$ cat config.mk
export PLATFORM = sky130hd
export DESIGN_NAME = part1_sweep_ctrl
export DESIGN_NICKNAME = d
export VERILOG_FILES = /design/src/rtl/part1_sweep_pkg.sv /design/src/rtl/part1_settle_timer.sv /design/src/rtl/part1_sweep_ctrl.sv
export SDC_FILE = /design/constraint.sdc
export NUM_CORES = 1
export LEC_CHECK = 0
export ABC_CLOCK_PERIOD_IN_PS = 3870
export CAP_MARGIN = 40
export CORE_MARGIN = 1
export CORE_UTILIZATION = 40
export CTS_CLUSTER_DIAMETER = 100
export DETAILED_ROUTE_END_ITERATION = 7
export PLACE_DENSITY = 0.7
export SYNTH_ARGS = -nofsm -noshare
export SYNTH_HDL_FRONTEND = slang
export SYNTH_HIERARCHICAL = 1
export SYNTH_SLANG_ARGS = --single-unit
$ cat constraint.sdc
create_clock -name clk -period 3.87 [get_ports clk]
set_input_delay 0.774 -clock clk [delete_from_list [all_inputs] [get_ports clk]]
set_output_delay 0.774 -clock clk [all_outputs]
set_load 0.02 [all_outputs]
$ cat src/rtl/part1_sweep_pkg.sv
// Shared encoding and sizing for the Part1 switch-code sweep controller.
package part1_sweep_pkg;

    localparam int CODE_W    = 5;
    localparam int NUM_CODES = 32;
    localparam int COUNT_W   = 6;
    localparam int TIMER_W   = 4;

    localparam logic [CODE_W-1:0] LAST_CODE = CODE_W'(NUM_CODES - 1);

    typedef enum logic [1:0] {
        ST_IDLE   = 2'd0,
        ST_SETTLE = 2'd1,
        ST_SAMPLE = 2'd2,
        ST_DONE   = 2'd3
    } state_t;

endpackage

$ cat src/rtl/part1_settle_timer.sv
// Settle-time counter: restarts at zero on load, flags expire on the last settle cycle.
module part1_settle_timer
    import part1_sweep_pkg::*;
#(
    parameter int LIMIT = 2
) (
    input  logic clk,
    input  logic rst_n,
    input  logic load,
    input  logic en,
    output logic expire
);

    localparam logic [TIMER_W-1:0] LAST = TIMER_W'(LIMIT - 1);

    logic [TIMER_W-1:0] count_reg;

    // Saturates at LAST so a stalled enable can never wrap the count.
    always_ff @(posedge clk or negedge rst_n) begin
        if (!rst_n) begin
            count_reg <= '0;
        end else if (load) begin
            count_reg <= '0;
        end else if (en && (count_reg != LAST)) begin
            count_reg <= count_reg + TIMER_W'(1);
        end
    end

    assign expire = (count_reg == LAST);

endmodule

$ cat src/rtl/part1_sweep_ctrl.sv
// Walks all 32 switch codes through the Part1 datapath and records the LED response.
module part1_sweep_ctrl
    import part1_sweep_pkg::*;
#(
    parameter int SETTLE_CYCLES = 2
) (
    input  logic                 clk,
    input  logic                 rst_n,
    input  logic                 start,
    input  logic                 abort,
    input  logic                 led_in,
    output logic [CODE_W-1:0]    sw_out,
    output logic                 busy,
    output logic                 done,
    output logic [COUNT_W-1:0]   ones_count,
    output logic [NUM_CODES-1:0] truth_table
);

    state_t                 state_reg, state_next;
    logic [CODE_W-1:0]      code_reg, code_next;
    logic [COUNT_W-1:0]     ones_reg, ones_next;
    logic [NUM_CODES-1:0]   table_reg, table_next;
    logic [CODE_W-1:0]      sw_reg, sw_next;
    logic                   busy_reg, busy_next;
    logic                   done_reg, done_next;
    logic                   timer_load;
    logic                   timer_en;
    logic                   timer_expire;

    part1_settle_timer #(
        .LIMIT (SETTLE_CYCLES)
    ) u_settle_timer (
        .clk    (clk),
        .rst_n  (rst_n),
        .load   (timer_load),
        .en     (timer_en),
        .expire (timer_expire)
    );

    always_ff @(posedge clk or negedge rst_n) begin
        if (!rst_n) begin
            state_reg <= ST_IDLE;
            code_reg  <= '0;
            ones_reg  <= '0;
            table_reg <= '0;
            sw_reg    <= '0;
            busy_reg  <= 1'b0;
            done_reg  <= 1'b0;
        end else begin
            state_reg <= state_next;
            code_reg  <= code_next;
            ones_reg  <= ones_next;
            table_reg <= table_next;
            sw_reg    <= sw_next;
            busy_reg  <= busy_next;
            done_reg  <= done_next;
        end
    end

    always_comb begin
        state_next = state_reg;
        code_next  = code_reg;
        ones_next  = ones_reg;
        table_next = table_reg;
        timer_load = 1'b0;
        timer_en   = 1'b0;

        case (state_reg)
            ST_IDLE: begin
                if (start && !abort) begin
                    state_next = ST_SETTLE;
                    code_next  = '0;
                    ones_next  = '0;
                    table_next = '0;
                    timer_load = 1'b1;
                end
            end
            ST_SETTLE: begin
                if (abort) begin
                    state_next = ST_IDLE;
                end else if (timer_expire) begin
                    state_next = ST_SAMPLE;
                end else begin
                    timer_en = 1'b1;
                end
            end
            ST_SAMPLE: begin
                // Abort wins over the capture so a cancelled code leaves no trace.
                if (abort) begin
                    state_next = ST_IDLE;
                end else begin
                    table_next[code_reg] = led_in;
                    ones_next            = ones_reg + COUNT_W'(led_in);
                    if (code_reg == LAST_CODE) begin
                        state_next = ST_DONE;
                    end else begin
                        state_next = ST_SETTLE;
                        code_next  = code_reg + CODE_W'(1);
                        timer_load = 1'b1;
                    end
                end
            end
            ST_DONE: begin
                state_next = ST_IDLE;
            end
            default: begin
                state_next = ST_IDLE;
            end
        endcase

        // Outputs are registered copies of what the next state implies.
        busy_next = (state_next == ST_SETTLE) || (state_next == ST_SAMPLE);
        done_next = (state_next == ST_DONE);
        sw_next   = busy_next ? code_next : '0;
    end

    assign sw_out      = sw_reg;
    assign busy        = busy_reg;
    assign done        = done_reg;
    assign ones_count  = ones_reg;
    assign truth_table = table_reg;

endmodule

### Yosys cells after proc, flatten, opt, wreduce, memory -nomap -nowiden

Index checks and enable logic that the tools add are counted.
Widths: inputs -> output; s select.

* multiplexer cells: 29
* magnitude comparators: 2
* eq/ne operators: 11
* reduce and logical (&&, ||, !) cells: 9
* $add $sub $neg: 3

Operators with widths (count)
* $mux 32: 2
* $pmux 32 s2: 1
* $bwmux 32: 1
* $mux 5: 4
* $mux 6: 2
* $pmux 6 s2: 1
* $mux 2: 5
* $pmux 5 s2: 1
* $eq 2x2->1 const B: 4
* $mux 4: 2
* $pmux 2 s4: 1
* $mux 1: 7
* $add 6x1->6: 1
* $lt 5x6->1 const B: 1
* $add 5x1->5 const B: 1
* $demux 1 s5: 1
* $eq 5x5->1 const B: 1
* $ge 5x1->1 const B: 1
* $add 4x1->4 const B: 1
* $eq 2x1->1 const B: 2
* $eq 4x1->1 const B: 1
* $ne 2x2->1 const B: 2
* $ne 4x1->1 const B: 1
* $reduce_bool 2->1: 2
* 6 further kinds: 8

* output and inout port bits: 45
* input bits: 5
* word-level logic and storage cells: 62
* register bits after elaboration: 56

### Longest topological paths before layout

* depth in word-level cells: 7
* depth in mapped cells: 9
* mapped depth without buffers: 9

### Hierarchy

The synthesis kept the hierarchy.

Modules (own cells, without submodules)
* part1_sweep_ctrl: cells each 267, area an instance 2741.4 um^2, sequential area each 1301.2 um^2, instances 1
* part1_settle_timer: cells each 22, area an instance 225.2 um^2, sequential area each 100.1 um^2, instances 1

### Worst setup path before layout

OpenSTA, ideal clock, no wires.

* kind: input-to-reg
* start: input start
* end: register sw_reg[0], in the netlist sw_out[0]
* library setup time: 0.095 ns
* slack: 1.692 ns
* data required time: 3.775 ns
* arrival time: 2.083 ns
* cell stages on the path: 7
* buffers on the path: 1
* path through: or2_2 > clkbuf_1 > nand2_1 > nand2b_1 > ha_1 > inv_1 > o31ai_1

* word-level cells in the longest chain between the ends: 6
* elaborated cells on any way between the ends: 9
* classes of those cells: eq/ne (2); mux (5); reduce/logical (2)

Ends and longest elaborated chain
* from (decl): line part1_sweep_ctrl.sv:9 `input logic start,`
* $logic_and 1x1->1 *: line part1_sweep_ctrl.sv:70 `if (start && !abort) begin`
* $mux 2 *: line part1_sweep_ctrl.sv:70
* $pmux 2 s4 *: line part1_sweep_ctrl.sv:68 `case (state_reg)`
* net state_next[0]: line part1_sweep_ctrl.sv:19 `state_t state_reg, state_next;`
* $eq 2x1->1 / $eq 2x2->1 (equally long branches): line part1_sweep_ctrl.sv:112 `busy_next = (state_next == ST_SETTLE) || (state_next == ST_SAMPLE);`
* $logic_or 1x1->1 *: line part1_sweep_ctrl.sv:112
* net busy_next: line part1_sweep_ctrl.sv:24 `logic busy_reg, busy_next;`
* $mux 5 *: line part1_sweep_ctrl.sv:114 `sw_next = busy_next ? code_next : '0;`
* net sw_next[0]: line part1_sweep_ctrl.sv:23 `logic [CODE_W-1:0] sw_reg, sw_next;`
* to (signal assigned): line part1_sweep_ctrl.sv:54 `sw_reg <= sw_next;`
* to (decl): line part1_sweep_ctrl.sv:23

Mark *: on every way through the listed nets, which the timed path passes. The rest lies on a longest branch.
A chain may end at the register's enable or synchronous reset.

### Final worst setup path

* start: input abort
* end: register sw_reg[0], in the netlist sw_out[0]

* word-level cells in the longest chain between the ends: 7
* elaborated cells on any way between the ends: 13
* classes of those cells: eq/ne (2); mux (8); reduce/logical (3)

Ends and longest elaborated chain
* from (decl): line part1_sweep_ctrl.sv:10 `input logic abort,`
* $logic_not 1->1: line part1_sweep_ctrl.sv:70
* $logic_and 1x1->1: line part1_sweep_ctrl.sv:70
* $mux 2: line part1_sweep_ctrl.sv:70
* $pmux 2 s4 *: line part1_sweep_ctrl.sv:68
* net state_next[0]: line part1_sweep_ctrl.sv:19
* $eq 2x1->1 / $eq 2x2->1 (equally long branches): line part1_sweep_ctrl.sv:112
* $logic_or 1x1->1 *: line part1_sweep_ctrl.sv:112
* net busy_next: line part1_sweep_ctrl.sv:24
* $mux 5 *: line part1_sweep_ctrl.sv:114
* net sw_next[0]: line part1_sweep_ctrl.sv:23

Marks and branches as above.

==> impl_metrics.yaml <==
routing:
  antenna_left: 0
  drt_pass1_iterations: 4
  detail_route.wl_per_cell_um: 16.8
  post-route-drc-count: 0
  dr.first_iter.drc_count: 204
  vias_per_cell: 5.63
  finalWirelength_um: 7160
  vias: 2402
critical_path:
  crit_type: "in -> reg"
  critical_path_arrival_ns: 2.97
  crit_required_ns: 4.08
  path_buf_inv: 2
  max_stage_delay_ns: 0.86
  endpoint_kind: "flop"
  crit_slowest_cell: "clkdlybuf4s50_1"
  worst_setup_path_start_kind: "primary input"
  path_max_fanout: 17
  critPathTopFamily: "buffers and inverters"
  worstPathCellList: "clkdlybuf4s50_1 -> nor2_2 -> nand2_1 -> nand2b_1 -> ha_1 -> inv_1 -> o31ai_1"
logic_synthesis:
  synth_top_family_by_area: "simple AND/OR/NAND/NOR gates"
  synth_top_area_share_pct: 47.2
  synth_edf_count: 0
  async_flop_share_pct: 100
  yosys_warnings: 6
  synth_xor_area_share_pct: 0.590
  synth-compound-area-share_pct: 18.9
  synth_simple_gate_area_share_pct: 19.5
  yosysTopAreaCell: "dfrtp_1"
  yosys-top-cells-count: "dfrtp_1, nand2_1, o211ai_1, inv_1, o21ai_0"
  ys.flop_type: "dfrtp_1"
  ys_ff_latch: 56
  synthAdderAreaFrac_pct: 3.80
  ys_types: 56
  synth_nets: 303
  ys_top_cells_by_area: "dfrtp_1, o211ai_1, ha_1"
  synth.most_common_cell: "dfrtp_1"
  ys_seq_area_share_pct: 47.2
  synth_area_um2: 2970
  syn_inst: 289
  synth_mux_area_share_pct: 3.80
  avgSynthCellArea_um2: 10.3
clocking:
  clock-sinks: 56
  cts_root_buf: "clkbuf_8"
  clk_latency_ns: 0.31
  post_cts_resized: 0
  cts_tree: "built"
  cts_buffers: 5
  clk_pin_slew_worst_paths_ns: 0.09
  cts_max_level: 2
  cts_hold_buf: 0
  clockBufferDepth: 2
  cts_setup_buffers: 0
place:
  dp_cells: 420
  port_buffers: 49
  hpwl_um: 5100
  dpl_cell_area_um2: 3500
  place_congestion: 0.813
timing:
  max_freq_mhz: 362
  final-hold-violation-count: 0
  min_period_ns: 2.76
  period_share_pct: 71.4
  setup_viol: 0
  skew_ns: 0.00776
  tns_ns: 0
  finalMaxSlewViolations: 0
  tightest_slew_ns: 0.615
  slew_headroom_pct: 58.8
  whs_ns: 0.361
  rsz0062_at_grt: "no"
die:
  die_h_um: 88.1
  rows: 31
  die_w_um: 88.1
  core-area_um2: 7210
  dieArea_um2: 7770
  start_util_pct: 41.1
  ios: 50
grt:
  grt_pass1_wl_um: 11500
  grt_pass1_vias: 2265
  overflow: 0
  grt_use_total_pct: 19.6
  grt_max_degree: 27
  antenna_found_initial: 0
finish:
  final_nets: 342
  design_area_um2: 3580
  largest_reg_flops: 32
  fillerInstances: 697
  stdcell_count: 427
  drive_gt1_share_pct: 5.79
  multiInputGateArea_um2: 1380
  antenna_cells: 0
  seqCellArea_um2: 1400
  area_growth_pct: 20.8
min_path:
  hold_class: "in -> async"
power:
  switching_share_pct: 30.1
  clockPowerShare_pct: 26.3
  netSwitchingPower_mw: 0.347
  seqPwrFrac_pct: 55.7
  leakage_nw: 1.44
  p_int_mw: 0.807
  ir_worst_vdd_uv: 117
  combPwrFrac_pct: 18.0
  pwr_density_cell_nw_per_um2: 322
status:
  status: "finished, final reports clean"
job:
  drv_cap: 0
[cell usage in the layout (no fill, tap or decap), drive strengths merged, types with 4 or more instances in the layout]
master	count
nor2	10
dfrtp	56
nand4	9
o211ai	17
mux2i	9
nand3b	4
buf	7
nand2b	5
a211oi	6
ha	9
clkdlybuf4s50	48
nand3	7
nor2b	6
a211o	5
nor4	5
inv	14
clkbuf	6
nand2	25
o21ai	19
a21oi	6
a221o	6
[power by group through the flow]
stage	logic [mW]	clock network, mW	registers, mW
floorplan	0.153	0	0.643
global route	0.232	0.334	0.647
CTS	0.210	0.314	0.641
finish	0.208	0.304	0.642
detailed placement	0.209	0	0.653
global placement	0.201	0	0.653
[worst paths after layout]
path,startpoint,endpoint,slack [ns],depth (start not counted)
max in group asynchronous,rst_n,sw_out[1]$_DFF_PN0_,2.94,2
worst max-delay path,abort,sw_out[0]$_DFF_PN0_,1.11,7
worst min-delay path,rst_n,truth_table[20]$_DFFE_PN0P_,0.36,1
min in group clk,truth_table[7]$_DFFE_PN0P_,truth_table[7]$_DFFE_PN0P_,0.52,1
worst min register to register,truth_table[7]$_DFFE_PN0P_,truth_table[7]$_DFFE_PN0P_,0.52,1
worst max register to register,code_reg[1]$_DFF_PN0_,sw_out[0]$_DFF_PN0_,1.52,7
[kinds of logic after synthesis]
family	Yosys count
multiplexers	11
adder cells (fa/ha/maj)	9
XOR/XNOR	2
flip-flops	56
AND/OR/NAND/NOR	97
buffers and inverters	37
AO/OA/AOI/OAI	77
[metrics by stage]
step	util [%]	power, mW	worst slack (ns)
2_1_floorplan	-	0.797	1.69
3_3_place_gp	48.3	0.854	0.884
3_5_place_dp	48.6	0.862	0.816
4_1_cts	49.7	1.17	1.13
5_1_grt	49.7	1.21	0.918
6_report	49.7	1.15	1.11
[cell type report]
class | count | share of cell area (%)
Clock inverter | 1 | 0.140
Clock buffer | 6 | 2.03
Multi-Input combinational cell | 196 | 38.6
Inverter | 14 | 1.47
Timing Repair Buffer | 55 | 15.2
Sequential cell | 56 | 39.1
Tap cell | 99 | 3.46
[worst register-to-register path, delay by kind of cell (launching register included)]
| family | cells | cell delay, ns |
|---|---|---|
| DFF | 1 | 0.40 |
| buffers and inverters | 1 | 0.17 |
| adders and majority gates | 2 | 0.71 |
| and+or+nand+nor | 2 | 0.59 |
| AOI/OAI and AO/OA | 2 | 0.36 |
[routing by layer]
layer | vias to the layer above | GRT usage [%] | share of wire [%] | routed length (µm)
li1 | 1160 | - | - | -
met1 | 1178 | 26.6 | 46 | 3290
met2 | 57 | 32.6 | 49 | 3480
met3 | 7 | 2.64 | 4.3 | 310
met4 | 0 | 6.01 | 1.1 | 80
met5 | - | 0 | 0 | 0
Power figures use the tool's default switching activity.
